==> config.mk <==
export PLATFORM = sky130hd
export DESIGN_NAME = cmd_framer
export DESIGN_NICKNAME = d
export VERILOG_FILES = /design/src/rtl/dso_cmd_pkg.sv /design/src/rtl/cmd_framer_resp_fifo.sv /design/src/rtl/cmd_framer.sv
export SDC_FILE = /design/constraint.sdc
export NUM_CORES = 1
export LEC_CHECK = 0
export CAP_MARGIN = 25
export CORE_MARGIN = 2
export CORE_UTILIZATION = 40
export DETAILED_ROUTE_END_ITERATION = 12
export HOLD_SLACK_MARGIN = 0.05
export PLACE_DENSITY = 0.69
export SLEW_MARGIN = 20
export SYNTH_ARGS = -nofsm -noshare
export SYNTH_HDL_FRONTEND = slang
export SYNTH_SLANG_ARGS = --single-unit
==> constraint.sdc <==
create_clock -name clk -period 4.2 [get_ports clk]
set_clock_uncertainty 0.1 [all_clocks]
set_input_delay 0.84 -clock clk [delete_from_list [all_inputs] [get_ports clk]]
set_output_delay 0.84 -clock clk [all_outputs]
set_load 0.005 [all_outputs]
==> src/rtl/dso_cmd_pkg.sv <==
// Shared opcodes, acknowledge bytes, command struct and FSM state types
// for the DSO host command protocol.
package dso_cmd_pkg;

  localparam logic [7:0] DUMP_CH  = 8'h01;
  localparam logic [7:0] CFG_GAIN = 8'h02;
  localparam logic [7:0] TRIG_LVL = 8'h03;
  localparam logic [7:0] TRIG_POS = 8'h04;
  localparam logic [7:0] SET_DEC  = 8'h05;
  localparam logic [7:0] TRIG_CFG = 8'h06;
  localparam logic [7:0] TRIG_SRC = 8'h07;
  localparam logic [7:0] EEP_WR   = 8'h08;
  localparam logic [7:0] EEP_RD   = 8'h09;

  localparam logic [7:0] POS_ACK  = 8'hA5;
  localparam logic [7:0] NEG_ACK  = 8'hEE;

  typedef struct packed {
    logic [7:0] op;
    logic [7:0] hi;
    logic [7:0] lo;
  } cmd_t;

  typedef enum logic [1:0] {RX_B0, RX_B1, RX_B2, RX_HOLD} rx_state_t;
  typedef enum logic {TX_IDLE, TX_WAIT} tx_state_t;

endpackage

==> src/rtl/cmd_framer_resp_fifo.sv <==
// Circular response byte FIFO; pointers carry an extra wrap bit so full and
// empty are told apart without a counter.
module resp_fifo #(
  parameter int DEPTH = 4
) (
  input  logic       clk,
  input  logic       rst,
  input  logic       i_push,
  input  logic       i_pop,
  input  logic [7:0] i_wr_data,
  output logic [7:0] o_rd_data,
  output logic       o_full,
  output logic       o_empty
);

  localparam int AW = $clog2(DEPTH);

  logic [AW:0] r_wr_ptr;
  logic [AW:0] r_rd_ptr;
  logic [7:0]  r_mem [DEPTH];
  logic        w_wr_en;
  logic        w_rd_en;

  assign o_full    = (r_wr_ptr[AW] != r_rd_ptr[AW]) &&
                     (r_wr_ptr[AW-1:0] == r_rd_ptr[AW-1:0]);
  assign o_empty   = (r_wr_ptr == r_rd_ptr);
  // A push while full is dropped even if a pop frees a slot this cycle.
  assign w_wr_en   = i_push && !o_full;
  assign w_rd_en   = i_pop && !o_empty;
  assign o_rd_data = r_mem[r_rd_ptr[AW-1:0]];

  always_ff @(posedge clk or posedge rst) begin
    if (rst) begin
      r_wr_ptr <= '0;
      r_rd_ptr <= '0;
    end else begin
      if (w_wr_en) r_wr_ptr <= r_wr_ptr + 1'b1;
      if (w_rd_en) r_rd_ptr <= r_rd_ptr + 1'b1;
    end
  end

  always_ff @(posedge clk) begin
    if (w_wr_en) r_mem[r_wr_ptr[AW-1:0]] <= i_wr_data;
  end

endmodule

==> src/rtl/cmd_framer.sv <==
// Frames UART bytes into 3-byte commands and streams queued response bytes
// to the UART transmitter. Define CMD_TIMEOUT_EN to discard stalled partial commands.
module cmd_framer
  import dso_cmd_pkg::*;
#(
  parameter int RESP_DEPTH     = 4,
  parameter int TIMEOUT_CYCLES = 65536
) (
  input  logic        clk,
  input  logic        rst,
  input  logic [7:0]  rx_data,
  input  logic        rx_rdy,
  output logic        clr_rx_rdy,
  output logic [23:0] cmd,
  output logic        cmd_rdy,
  input  logic        clr_cmd_rdy,
  input  logic [7:0]  resp_data,
  input  logic        send_resp,
  output logic        resp_full,
  output logic [7:0]  tx_data,
  output logic        trmt,
  input  logic        tx_done,
  output logic        frame_err
);

  rx_state_t  r_rx_state, w_rx_nxt;
  tx_state_t  r_tx_state, w_tx_nxt;
  cmd_t       r_cmd;
  logic       r_clr_rx_rdy;
  logic       r_cmd_rdy;
  logic [7:0] r_tx_data;
  logic       r_trmt;
  logic       r_tx_done_d;
  logic       w_take;
  logic       w_tmo_hit;
  logic       w_pop;
  logic       w_empty;
  logic [7:0] w_head;

  assign clr_rx_rdy = r_clr_rx_rdy;
  assign cmd        = r_cmd;
  assign cmd_rdy    = r_cmd_rdy;
  assign tx_data    = r_tx_data;
  assign trmt       = r_trmt;

`ifdef CMD_TIMEOUT_EN
  localparam int TW = $clog2(TIMEOUT_CYCLES + 1);
  logic [TW-1:0] r_tmo_cnt;
  logic          r_frame_err;
  logic          w_in_frame;

  assign w_in_frame = (r_rx_state == RX_B1) || (r_rx_state == RX_B2);
  assign w_tmo_hit  = (r_tmo_cnt == TW'(TIMEOUT_CYCLES - 1));
  assign frame_err  = r_frame_err;

  always_ff @(posedge clk or posedge rst) begin
    if (rst) begin
      r_tmo_cnt   <= '0;
      r_frame_err <= 1'b0;
    end else begin
      r_frame_err <= w_in_frame && !w_take && w_tmo_hit;
      if (!w_in_frame || w_take || w_tmo_hit) r_tmo_cnt <= '0;
      else                                    r_tmo_cnt <= r_tmo_cnt + 1'b1;
    end
  end
`else
  logic w_unused_tmo;
  assign w_unused_tmo = |TIMEOUT_CYCLES;
  assign w_tmo_hit    = 1'b0;
  assign frame_err    = 1'b0;
`endif

  always_ff @(posedge clk or posedge rst) begin
    if (rst) begin
      r_rx_state <= RX_B0;
      r_tx_state <= TX_IDLE;
    end else begin
      r_rx_state <= w_rx_nxt;
      r_tx_state <= w_tx_nxt;
    end
  end

  // The clr_rx_rdy guard gives the UART a cycle to drop rx_rdy before the next take.
  always_comb begin
    w_rx_nxt = r_rx_state;
    w_take   = 1'b0;
    case (r_rx_state)
      RX_B0: begin
        if (rx_rdy && !r_clr_rx_rdy) begin
          w_take   = 1'b1;
          w_rx_nxt = RX_B1;
        end
      end
      RX_B1: begin
        if (rx_rdy && !r_clr_rx_rdy) begin
          w_take   = 1'b1;
          w_rx_nxt = RX_B2;
        end else if (w_tmo_hit) begin
          w_rx_nxt = RX_B0;
        end
      end
      RX_B2: begin
        if (rx_rdy && !r_clr_rx_rdy) begin
          w_take   = 1'b1;
          w_rx_nxt = RX_HOLD;
        end else if (w_tmo_hit) begin
          w_rx_nxt = RX_B0;
        end
      end
      RX_HOLD: begin
        if (clr_cmd_rdy) w_rx_nxt = RX_B0;
      end
      default: w_rx_nxt = RX_B0;
    endcase
  end

  always_ff @(posedge clk or posedge rst) begin
    if (rst) begin
      r_cmd        <= '0;
      r_clr_rx_rdy <= 1'b0;
      r_cmd_rdy    <= 1'b0;
    end else begin
      r_clr_rx_rdy <= w_take;
      if (w_take) begin
        case (r_rx_state)
          RX_B0:   r_cmd.op <= rx_data;
          RX_B1:   r_cmd.hi <= rx_data;
          default: r_cmd.lo <= rx_data;
        endcase
      end
      if (w_take && (r_rx_state == RX_B2))              r_cmd_rdy <= 1'b1;
      else if ((r_rx_state == RX_HOLD) && clr_cmd_rdy)  r_cmd_rdy <= 1'b0;
    end
  end

  assign w_pop = (r_tx_state == TX_IDLE) && !w_empty;

  resp_fifo #(
    .DEPTH (RESP_DEPTH)
  ) u_resp_fifo (
    .clk       (clk),
    .rst       (rst),
    .i_push    (send_resp),
    .i_pop     (w_pop),
    .i_wr_data (resp_data),
    .o_rd_data (w_head),
    .o_full    (resp_full),
    .o_empty   (w_empty)
  );

  // tx_done is a level that may still be high from the previous byte, so only its rising edge ends a byte.
  always_comb begin
    w_tx_nxt = r_tx_state;
    case (r_tx_state)
      TX_IDLE: if (!w_empty) w_tx_nxt = TX_WAIT;
      TX_WAIT: if (tx_done && !r_tx_done_d) w_tx_nxt = TX_IDLE;
      default: w_tx_nxt = TX_IDLE;
    endcase
  end

  always_ff @(posedge clk or posedge rst) begin
    if (rst) begin
      r_tx_data   <= 8'h00;
      r_trmt      <= 1'b0;
      r_tx_done_d <= 1'b0;
    end else begin
      r_tx_done_d <= tx_done;
      r_trmt      <= w_pop;
      if (w_pop) r_tx_data <= w_head;
    end
  end

endmodule
# --- Yosys cells after proc, flatten, opt, wreduce, memory -nomap -nowiden ---
# Memories as Yosys holds them, arrays and structs flattened. A register that Yosys moved wholly into a read port is not among the register bits.
# Cells that the tools add are included.
# W data, S select, Z words.
classes:
  addsub: 2
  eq_ne: 10
  muxes: 14
  n_bitwise: 2
  reduce_logical: 20
ops:
  columns: ["operator", "n"]
  rows:
  - ["$logic_and A1 B1 Y1", 8]
  - ["$mux W1", 8]
  - ["$mux W2", 4]
  - ["$ne A2 B2 Y1 const B", 4]
  - ["$pmux W2 S4", 1]
  - ["$add A3 B1 Y3 const B", 2]
  - ["$reduce_and A2 Y1", 3]
  - ["$eq A2 B2 Y1 const B", 2]
  - ["$logic_not A1 Y1", 4]
  - ["$reduce_and A4 Y1", 1]
  - ["$eq A3 B3 Y1", 1]
  - ["$reduce_or A3 Y1", 1]
  - ["$eq A2 B1 Y1 const B", 1]
  - ["$eq A2 B2 Y1", 1]
  - ["$logic_not A2 Y1", 1]
  - ["$not A1 Y1", 2]
  - ["$pmux W1 S2", 1]
  - ["$reduce_bool A2 Y1", 1]
  - ["$reduce_or A2 Y1", 1]
  - ["$ne A1 B1 Y1", 1]
totals:
  regBits: 37
  ram_bits: 32
  in_bits: 22
  output_inout_bits: 37
  elab_cells: 60
  memories: 1
memory_table:
  columns: ["memory", "words", "width", "rd", "rd_ports_with_merged_regs", "wr", "line", "text"]
  rows:
  - ["u_resp_fifo.r_mem", 4, 8, 1, 1, 1, "cmd_framer_resp_fifo.sv:20", "logic [7:0] r_mem [DEPTH];"]

# --- Logic depth before layout (Yosys ltp) ---
depth:
  ltp_word: 6
  mapped_depth: 5

# --- Modules after synthesis ---
# From an unflattened synthesis, not the netlist that was laid out.
hier_totals:
  hier_cells: 192
  area_unflattened_um2: 3266.9
modules_own_cells:
  columns: ["module", "instances", "cells_per_inst", "area_per_inst_um2", "seq_area_each_um2"]
  rows:
  - ["resp_fifo", 1, 91, 1657.8, 1111.1]
  - ["cmd_framer", 1, 101, 1609.0, 975.9]

# --- Worst setup path before layout ---
# Ideal clock, no wire load.
synth_path:
  path_kind: "in2reg"
  from: "input port rx_rdy"
  to: "register r_cmd, in the netlist cmd[10]"
  t_arrival_ns: 1.708
  slack_ns: 2.267
  stages: 4
  path_buffers: 1
  path_cell_list: "nor3b_2 > and2_1 > buf_2 > mux2_2"
synth_between:
  elab_chain_cells: 4
synth_rtl:
  columns: ["element", "line", "text"]
  rows:
  - ["from (decl)", "cmd_framer.sv:12", "input logic rx_rdy,"]
  - ["$logic_and A1 B1 Y1", "cmd_framer.sv:89, cmd_framer.sv:95, cmd_framer.sv:103", null]
  - ["$mux W1", "cmd_framer.sv:89, cmd_framer.sv:95, cmd_framer.sv:103", null]
  - ["$mux W1", null, null]
  - ["$reduce_and A2 Y1 (no line)", null, null]
  - ["to (decl)", "cmd_framer.sv:28", "cmd_t r_cmd;"]
# No other way between the ends.
# A chain may end at the register's enable or synchronous reset.

# --- Worst setup path after layout ---
layout_path:
  from: "register u_resp_fifo.r_rd_ptr[0]"
  to: "output port resp_full"
layout_between:
  elab_chain_cells: 2
layout_rtl:
  columns: ["element", "line", "text"]
  rows:
  - ["from (decl)", "cmd_framer_resp_fifo.sv:19", "logic [AW:0] r_rd_ptr;"]
  - ["from (signal assigned)", "cmd_framer_resp_fifo.sv:38", "if (w_rd_en) r_rd_ptr <= r_rd_ptr + 1'b1;"]
  - ["$eq A2 B2 Y1", "cmd_framer_resp_fifo.sv:25", "(r_wr_ptr[AW-1:0] == r_rd_ptr[AW-1:0]);"]
  - ["$logic_and A1 B1 Y1", "cmd_framer_resp_fifo.sv:24", "assign o_full = (r_wr_ptr[AW] != r_rd_ptr[AW]) &&"]
  - ["to (decl)", "cmd_framer.sv:19", "output logic resp_full,"]
# No other way between the ends.

==> impl_metrics.py <==
metrics = {
    "logic_synthesis": {
        "ys_top_cells_by_count": "dfrtp_1, edfxtp_1, mux2_2",
        "ys_seq_area_share_pct": 65.2,
        "synth-async-reset-ratio_pct": 58.4,
        "netlist_area_um2": 3200,
        "yosysWarnings": 0,
        "netlist_top_cells_area": "dfrtp_1, edfxtp_1, mux2_2, mux4_1, mux2_4",
        "synthCells": 176,
        "ys_ff_latch": 77,
        "yosysTopAreaCellShare_pct": 35.2,
        "syn_nets": 207,
        "yosysMostFrequentCell": "dfrtp_1",
        "ys.flop_type": "dfrtp_1",
        "synth-edff-count": 32,
        "synth_top_cell_by_area": "dfrtp_1",
        "avgSynthCellArea_um2": 18.2,
        "yosys.cell_types.count": 33,
    },
    "clocking": {
        "cts_setup_buffers": 0,
        "cts_resized": 0,
        "clockBufferDepth": 2,
        "numClockSinks": 77,
        "cts_tree": "done",
        "numCtsBuffers": 9,
        "ctsHoldBuffers": 0,
        "clock_latency_ns": 0.34,
        "root_buffer": "clkbuf_8",
        "clk_pin_slew_ns": 0.08,
        "h-tree-depth": 3,
    },
    "global_route": {
        "antenna_found_initial": 0,
        "grt_pass1_vias": 1656,
        "grt_max_degree": 46,
        "grt_overflow": 0,
        "grt_pass1_wl_mm": 8.38,
        "grtUsageTotal_pct": 12.8,
    },
    "timing": {
        "final_hold_viol_count": 0,
        "finalWorstPathRequiredPeriod_ns": 3.03,
        "final.period_utilization_pct": 72.2,
        "setup_ws_ns": 1.17,
        "finalSetupViolCount": 0,
        "worst-slew-pin-transition_ns": 0.690,
        "rsz0062_at_grt": "no",
        "fmax_mhz": 330,
        "slew_headroom_pct": 54.0,
        "slew_viol_final": 0,
        "setup_tns_ns": 0,
    },
    "floorplanning": {
        "die_h_um": 93.5,
        "die_area_um2": 8740,
        "rows": 32,
        "core_area_um2": 7730,
        "initial_core_util_pct": 41.5,
        "fp.dieW_um": 93.5,
        "io_pins": 59,
    },
    "pwr": {
        "ir_drop_mv": 0.399,
        "pwr_density_cell_nw_per_um2": 753,
        "p_leak_nw": 1.62,
    },
    "drt": {
        "ant_nets": 0,
        "drt_wl_total_mm": 5.32,
        "via_per_inst": 4.73,
        "firstDrtPassIters": 5,
        "num_vias": 1636,
        "dr.first_iter.drc_count": 24,
        "drc": 0,
        "wl_per_cell_um": 15.4,
    },
    "critical_path": {
        "critical_path.top_delay_family": "flip-flops",
        "end_kind": "output port",
        "crit_buf_inv": 1,
        "critPathMaxFanout": 11,
        "critPathRequiredTime_ns": 3.26,
        "cp_slowest_cell": "dfrtp_1",
        "max_stage_delay_ns": 0.79,
        "worstSetupStartpointType": "flip-flop",
        "worstPathCellList": "xnor2_4 -> nand2_1 -> nor2_1 -> clkdlybuf4s50_1",
        "crit_arrival_ns": 2.09,
        "setup.worst_path.class": "flip-flop to output port",
    },
    "place": {
        "hpwl_mm": 3.69,
        "place_ws_ns": 1.49,
        "gp_congestion": 0.719,
        "numPortBuffers": 57,
    },
    "run": {
        "cap_violations": 0,
    },
    "outcome": {
        "status": "finished clean",
    },
    "cells_and_area": {
        "diodes": 0,
        "nets": 270,
        "drive_above_1_share_pct": 25.4,
        "syn2layout_area_growth_pct": 27.7,
    },
    "worst_hold_path": {
        "hp-class": "flip-flop to flip-flop",
    },
}
-- routing by layer --
| metal | part of all wire (%) | wire, µm | up-vias | global-route usage [%] |
|---|---|---|---|---|
| met5 | 0 | 0 | - | 0 |
| met4 | 1.6 | 87 | 0 | 6.99 |
| met3 | 6.4 | 343 | 7 | 3.38 |
| met2 | 48 | 2540 | 55 | 20.0 |
| met1 | 44 | 2350 | 803 | 16.4 |
| li1 | - | - | 771 | - |
-- through the flow --
step                      power, mW  instance area (µm²)  cells  utilization, %  hold slack [ns]
after floorplan                2.00                 3200    176               -            0.390
after global placement         2.47                 3840    329            49.7            0.388
after detailed placement       2.50                 3840    329            49.7            0.395
after CTS                      3.12                 4060    345            52.6            0.405
after global routing           3.27                 4090    346            52.9            0.427
final                          3.08                 4090    346            52.9            0.401
-- where the power goes --
group | leakage (nW) | internal [mW] | switching (mW)
clock | 0.110 | 0.337 | 0.274
sequential | 0.827 | 1.08 | 0.215
combinational | 0.680 | 0.754 | 0.419
-- cell type report --
cell class,instances,area [µm²]
fillers,637,3640
flip-flops and latches,77,2090
multi-input cells,85,1030
repair buffers,58,591
well taps,102,128
clock buffers,9,124
clock inverters,7,98.8
inverters,8,30.0
-- flip-flops by register name, summed over array words and instances (netlist names), 2 cells and up --
| signal | cells |
|---|---|
| u_resp_fifo.r_mem | 32 |
| u_resp_fifo.r_rd_ptr | 3 |
| tx_data | 8 |
| u_resp_fifo.r_wr_ptr | 3 |
| cmd | 24 |
| r_rx_state | 2 |
-- path summary, 6_finish.rpt --
path | from | to | slack (ns) | cells after the start
setup / recovery | u_resp_fifo.r_rd_ptr[0]$_DFFE_PP0P_ | resp_full | 1.17 | 4
setup reg to reg | u_resp_fifo.r_rd_ptr[0]$_DFFE_PP0P_ | u_resp_fifo.r_mem[0][5]$_DFFE_PP_ | 1.97 | 3
min in group asynchronous | rst | r_tx_done_d$_DFF_PP0_ | 0.64 | 2
hold reg to reg | clr_rx_rdy$_DFF_PP0_ | clr_rx_rdy$_DFF_PP0_ | 0.40 | 1
max in group asynchronous | rst | cmd[15]$_DFFE_PP0P_ | 2.90 | 3
hold / removal | clr_rx_rdy$_DFF_PP0_ | clr_rx_rdy$_DFF_PP0_ | 0.40 | 1
-- cell usage in the layout, fill, tap and decap left out, types with 2 or more instances in the layout --
cell type and instances:
edfxtp_1 32, mux4_1 5, nand2_1 4, ha_1 9, inv_1 7, bufinv_16 2, mux2_4 8, clkbuf_8 9
mux4_2 3, dfrtp_1 45, mux2_2 26, and2_1 5, xor2_1 4, nor2_1 3, clkinv_4 2, a31oi_2 2
xnor2_4 2, clkdlybuf4s50_1 57
-- kinds of logic after synthesis --
group                    after synthesis  share of synthesized area, %
flip-flops                            77                          65.2
buffers and inverters                 14                          2.81
AO/OA/AOI/OAI                          7                          2.27
AND/OR/NAND/NOR                       16                          2.77
other                                  1                         0.117
adder cells (fa/ha/maj)                9                          3.52
multiplexers                          44                          19.8
XOR/XNOR                               8                          3.59
Note: power is estimated with default switching activity, not from simulation.
